==> src/rtl/tx_sched_pkg.sv <==
// Shared types and constants for the USB transmit scheduler.
// Imported by tx_scheduler.
package tx_sched_pkg;

  typedef enum logic [2:0] {
    S_IDLE,
    S_LAUNCH,
    S_WAIT_START,
    S_BUSY,
    S_GAP
  } tx_sched_state_t;

  localparam logic KIND_NAK  = 1'b0;
  localparam logic KIND_DATA = 1'b1;

  localparam int DEF_PKT_BYTES = 64;

  function automatic int max_int(
    input int a,
    input int b
  );
    return (a > b) ? a : b;
  endfunction

endpackage

==> src/rtl/tx_scheduler.sv <==
// Arbitrates NAK/DATA requests and sequences the TX packet unit,
// tracking is_txing and enforcing an inter-packet gap.
module tx_scheduler
  import tx_sched_pkg::*;
#(
  parameter int PKT_BYTES     = DEF_PKT_BYTES,
  parameter int CNT_W         = 7,
  parameter int GAP_CYCLES    = 16,
  parameter int START_TIMEOUT = 8
) (
  input  logic             clk,
  input  logic             n_rst,
  input  logic             nak_req,
  input  logic             data_req,
  input  logic [CNT_W-1:0] fifo_count,
  input  logic             is_txing,
  output logic             send_nak,
  output logic             send_data,
  output logic             req_ack,
  output logic             pkt_kind,
  output logic             tx_done,
  output logic             start_err,
  output logic             busy
);

  localparam int TW =
    $clog2(max_int(GAP_CYCLES, START_TIMEOUT));

  localparam logic [TW-1:0] GAP_LOAD =
    TW'(GAP_CYCLES - 1);
  localparam logic [TW-1:0] START_LOAD =
    TW'(START_TIMEOUT - 1);
  localparam logic [TW-1:0] ONE = TW'(1);
  localparam logic [CNT_W-1:0] FULL =
    CNT_W'(PKT_BYTES);

  tx_sched_state_t state;
  logic [TW-1:0]   cnt;
  logic            full;

  assign full = (fifo_count >= FULL);
  assign busy = (state != S_IDLE);

  always_ff @(posedge clk) begin
    if (!n_rst) begin
      state     <= S_IDLE;
      cnt       <= '0;
      send_nak  <= 1'b0;
      send_data <= 1'b0;
      req_ack   <= 1'b0;
      pkt_kind  <= KIND_NAK;
      tx_done   <= 1'b0;
      start_err <= 1'b0;
    end else begin
      send_nak  <= 1'b0;
      send_data <= 1'b0;
      req_ack   <= 1'b0;
      tx_done   <= 1'b0;
      unique case (state)
        S_IDLE: begin
          if (nak_req || data_req) begin
            state     <= S_LAUNCH;
            req_ack   <= 1'b1;
            start_err <= 1'b0;
            // NAK wins; DATA without a full packet degrades to NAK
            if (!nak_req && full) begin
              pkt_kind  <= KIND_DATA;
              send_data <= 1'b1;
            end else begin
              pkt_kind  <= KIND_NAK;
              send_nak  <= 1'b1;
            end
          end
        end
        S_LAUNCH: begin
          cnt   <= START_LOAD;
          state <= S_WAIT_START;
        end
        S_WAIT_START: begin
          if (is_txing) begin
            state <= S_BUSY;
          end else if (cnt == '0) begin
            start_err <= 1'b1;
            cnt       <= GAP_LOAD;
            state     <= S_GAP;
          end else begin
            cnt <= cnt - ONE;
          end
        end
        S_BUSY: begin
          if (!is_txing) begin
            tx_done <= 1'b1;
            cnt     <= GAP_LOAD;
            state   <= S_GAP;
          end
        end
        S_GAP: begin
          if (cnt == '0) begin
            state <= S_IDLE;
          end else begin
            cnt <= cnt - ONE;
          end
        end
        default: begin
          state <= S_IDLE;
        end
      endcase
    end
  end

endmodule

==> config.mk <==
export PLATFORM = sky130hd
export DESIGN_NAME = tx_scheduler
export DESIGN_NICKNAME = d
export VERILOG_FILES = /design/src/rtl/tx_sched_pkg.sv /design/src/rtl/tx_scheduler.sv
export SDC_FILE = /design/constraint.sdc
export NUM_CORES = 1
export LEC_CHECK = 0
export CORE_UTILIZATION = 41
export CTS_BUF_LIST = sky130_fd_sc_hd__clkbuf_4 sky130_fd_sc_hd__clkbuf_8 sky130_fd_sc_hd__clkbuf_16
export DETAILED_ROUTE_END_ITERATION = 10
export PLACE_DENSITY = 0.72
export RECOVER_POWER = 25
export SYNTH_ARGS = -nofsm -noshare
export SYNTH_HDL_FRONTEND = slang
export SYNTH_SLANG_ARGS = --single-unit
==> constraint.sdc <==
create_clock -name clk -period 1.7 [get_ports clk]
set_clock_uncertainty 0.1 [all_clocks]
set_input_delay 0.425 -clock clk [delete_from_list [all_inputs] [get_ports clk]]
set_output_delay 0.425 -clock clk [all_outputs]
set_load 0.05 [all_outputs]
==> summary.txt <==
Setup path
  • Data arrival time of the critical path: ~1.2 ns
  • Series of cell instances along the critical path: or3_4, buf_8
  • Critical path buffers and inverters: 1
  • WP depth: 2
  • CP max stage delay: 0.40 ns
  • Highest fanout seen on the critical path: 2
  • Required arrival time at the worst endpoint: 1.17 ns
  • Type of the worst setup path: register to output pin
  • Register-to-register path setup slack: 0.08 ns
  • Slowest stage cell on the critical path: sky130_fd_sc_hd__or3_4
  • Crit path max-delay family: simple AND/OR/NAND/NOR gates
  • Kind of end point of the critical path: output pin
  • Startpoint type of the worst setup path: register
  • Length in cells of the worst reg-to-reg path: 5
  • Setup crit end: busy
  • Source of the critical timing path: state[1]
  • Reg2Reg Capture Point: cnt[3]
  • Reg-to-reg startpoint: cnt[0]

Synth
  • Sequential-to-total area share from yosys stat: 0.373
  • Net count after synthesis: 90
  • Count of yosys warnings during synthesis: 0
  • Seq cells post-synth: 13
  • EDFF count, synth: 0
  • Main flop type after synthesis: sky130_fd_sc_hd__dfxtp_1
  • Synthesized instance count: 77
  • Cell taking the most area after synthesis: sky130_fd_sc_hd__dfxtp_1
  • Async set or reset register ratio after synthesis: 0
  • Average cell area after synthesis: 9.07 sq um
  • Fraction of post-synthesis cell area in the top cell type by area: 0.373
  • Count of distinct cell types in the synthesized netlist: 34
  • Largest cells by area after synthesis: sky130_fd_sc_hd__dfxtp_1 37%, sky130_fd_sc_hd__nor2_1 5.4%, sky130_fd_sc_hd__nor3b_4 5.4%
  • Cell area after technology mapping: about 700 sq um

Floorplan
  • Top Ports: 19
  • Die outline height: 43.3 um
  • Chip Width: 43.3 um
  • Area inside the core boundary: about 1500 sq um
  • Starting Density: 0.453
  • Die ar.: 1870 sq um
  • Site Rows: 14

GRT
  • Initial antenna violation count: 0
  • Number of global-route vias before repair: ~590
  • Total overflow reported by the global router: 0
  • First-pass GRT wire length: between 2000 and 3000 um
  • Global routing's busiest layer: met2
  • Met2 usage: 0.272
  • Pin count of the biggest net entering global routing: 10
  • Global-route track usage on met3: 0.0638
  • Total routing resource utilization after global routing: 0.181
  • Met1 Resource Use GR: 0.237

Power and ir drop
  • Static Leakage: 0.447 nW
  • Maximum resistive drop on vdd: 0.673 mV
  • Power density of the placed cells: 1110 nW/um^2
  • PnR Total Power: 1.10 mW

Drt
  • Initial DRC count: 18
  • Detailed-routing iteration count for the pre-antenna-repair pass: 4
  • Total number of vias: 638
  • Post-DRT Antenna Nets: 0
  • Via-to-Cell Ratio: 5.50
  • Count of unresolved DRC violations after routing: 0
  • Wire length per cell after detailed routing: 13.9 um
  • Total Routed Length: 1610 um

Clocking
  • Maximum level of the CTS H-tree: 1
  • Cts hold-fix bufs: 0
  • Number of sinks driven by the clock tree: 13
  • Clock-pin slew of the registers on the worst-case setup and hold paths: 0.08 ns
  • Clock tree buffer depth: 2
  • Worst-Skew Late Latency: around 0.28 ns
  • Master cell of the clock root buffer: sky130_fd_sc_hd__clkbuf_4
  • Num CTS Buffers: 3
  • Clock tree from TritonCTS: done

Placed design
  • Port Buffer Count: 12
  • HPWL reported at the end of detailed placement: 1090 um
  • Post-Place Cells: 107
  • RD Place Congestion: 0.862

STA
  • Worst Max-Slew Pin Slew: 0.503 ns
  • Worst slack on hold paths: 0.418 ns
  • Setup TNS: -0.0118 ns
  • RSZ-0062 raised after global routing: yes
  • Time the worst path needs with I/O delays and setup: about 1.7 ns
  • Worst Setup Slack, final: -0.0118 ns
  • Total count of max-transition violations in the final report: 0
  • Max Freq: 0.584 GHz
  • Count of endpoints failing setup in the final report: 1
  • Crit share post-route: 1.01
  • Final hold viol count: 0
  • Max-Slew Margin vs Limit: 0.664

Final layout
  • Number of fill cells: 121
  • Most frequent cells in the layout: 10 x sky130_fd_sc_hd__buf_4, 9 x sky130_fd_sc_hd__nor2_1, 8 x sky130_fd_sc_hd__dfxtp_1, 5 x sky130_fd_sc_hd__clkdlybuf4s50_1
  • Layout cell share with drive strength beyond 1: 0.380
  • Post-route core utilization: 0.644
  • Most common cell after layout, fill and taps aside: sky130_fd_sc_hd__buf_4
  • Final cell count without fillers: 116
  • # diodes: 0
  • Net count, final: 114
  • Layout overhead on the synthesized area: 42.1%

Hold path
  • Min-Delay Path Class: register to register

Status
  • Failing checks: setup timing
  • Status: complete, but fails checks

Run
  • Number of maximum-capacitance violations: 0
flip-flops by register name, indices dropped and copies added, names as in the netlist:
signal     flops
pkt_kind       1
start_err      1
send_data      1
tx_done        1
cnt            4
state          3
send_nak       1
req_ack        1
per-stage QoR:
stage	instance area, sq um	setup WS (ns)
floorplan	698	0.0633
global route	992	-0.0426
detailed placement	906	-0.161
CTS	977	-0.00670
global placement	906	-0.159
finish	992	-0.0118
logic make-up after synthesis:
kind of cell               after synthesis  share of synthesized area
AOI/OAI and AO/OA                       15                      0.161
xor gates and xnor gates                 2                     0.0251
adders and majority gates                1                     0.0179
buffers and inverters                    9                     0.0771
DFF                                     13                      0.373
muxes                                    1                     0.0143
and+or+nand+nor                         36                      0.332
area by class of cell:
class / count / area, sq um / area share
flip-flops and latches: 13 / 272 / 0.274
clock buffers: 4 / 30.0 / 0.0303
inverters: 5 / 18.8 / 0.0189
multi-input cells: 55 / 410 / 0.414
well taps: 16 / 20.0 / 0.0202
repair buffers: 23 / 241 / 0.243
Yosys cell counts, types with 2 or more instances:
cell	instances
sky130_fd_sc_hd__xnor2_1	2
sky130_fd_sc_hd__o21bai_1	2
sky130_fd_sc_hd__or3_1	2
sky130_fd_sc_hd__clkbuf_8	2
sky130_fd_sc_hd__and3_1	3
sky130_fd_sc_hd__a211oi_1	2
sky130_fd_sc_hd__inv_1	5
sky130_fd_sc_hd__dfxtp_1	13
sky130_fd_sc_hd__nand2_1	4
sky130_fd_sc_hd__nor3_1	3
sky130_fd_sc_hd__a21oi_1	2
sky130_fd_sc_hd__nor3b_4	2
sky130_fd_sc_hd__nand3_1	4
sky130_fd_sc_hd__o21ai_0	2
sky130_fd_sc_hd__nor2_1	10
worst reg2reg max path, stage by stage (launching register included):
cell                      delay [ns]
sky130_fd_sc_hd__dfxtp_2        0.33
sky130_fd_sc_hd__buf_4          0.14
sky130_fd_sc_hd__or3_1          0.41
sky130_fd_sc_hd__a221o_2        0.39
sky130_fd_sc_hd__nand3_1        0.08
sky130_fd_sc_hd__nand3_1        0.07
report_power, final:
| group | switching (mW) | leakage (nW) | internal [mW] |
|---|---|---|---|
| Combinational | 0.253 | 0.320 | 0.248 |
| Sequential | 0.0415 | 0.109 | 0.347 |
| Clock | 0.104 | 0.0184 | 0.107 |
worst min path at each step:
stage            from      to  slack, ns  cells past startpoint
2_1_floorplan  cnt[1]  cnt[1]       0.38                      2
6_report       cnt[1]  cnt[1]       0.42                      2
5_1_grt        cnt[1]  cnt[1]       0.45                      2
3_5_place_dp   cnt[1]  cnt[1]       0.42                      2
4_1_cts        cnt[1]  cnt[1]       0.43                      2
3_3_place_gp   cnt[1]  cnt[1]       0.41                      2
what timing repair did:
action                     CTS  global route
pin swaps                    1             4
setup endpoints to repair    2             6
buffers inserted             3             2
gates resized for setup      8             8
layer usage:
layer | part of all wire | up-vias
li1 | - | 319
met1 | 0.46 | 306
met2 | 0.49 | 11
met3 | 0.039 | 2
met4 | 0.0068 | 0
met5 | 0 | -
No activity file was read; power rests on OpenSTA's default activity.
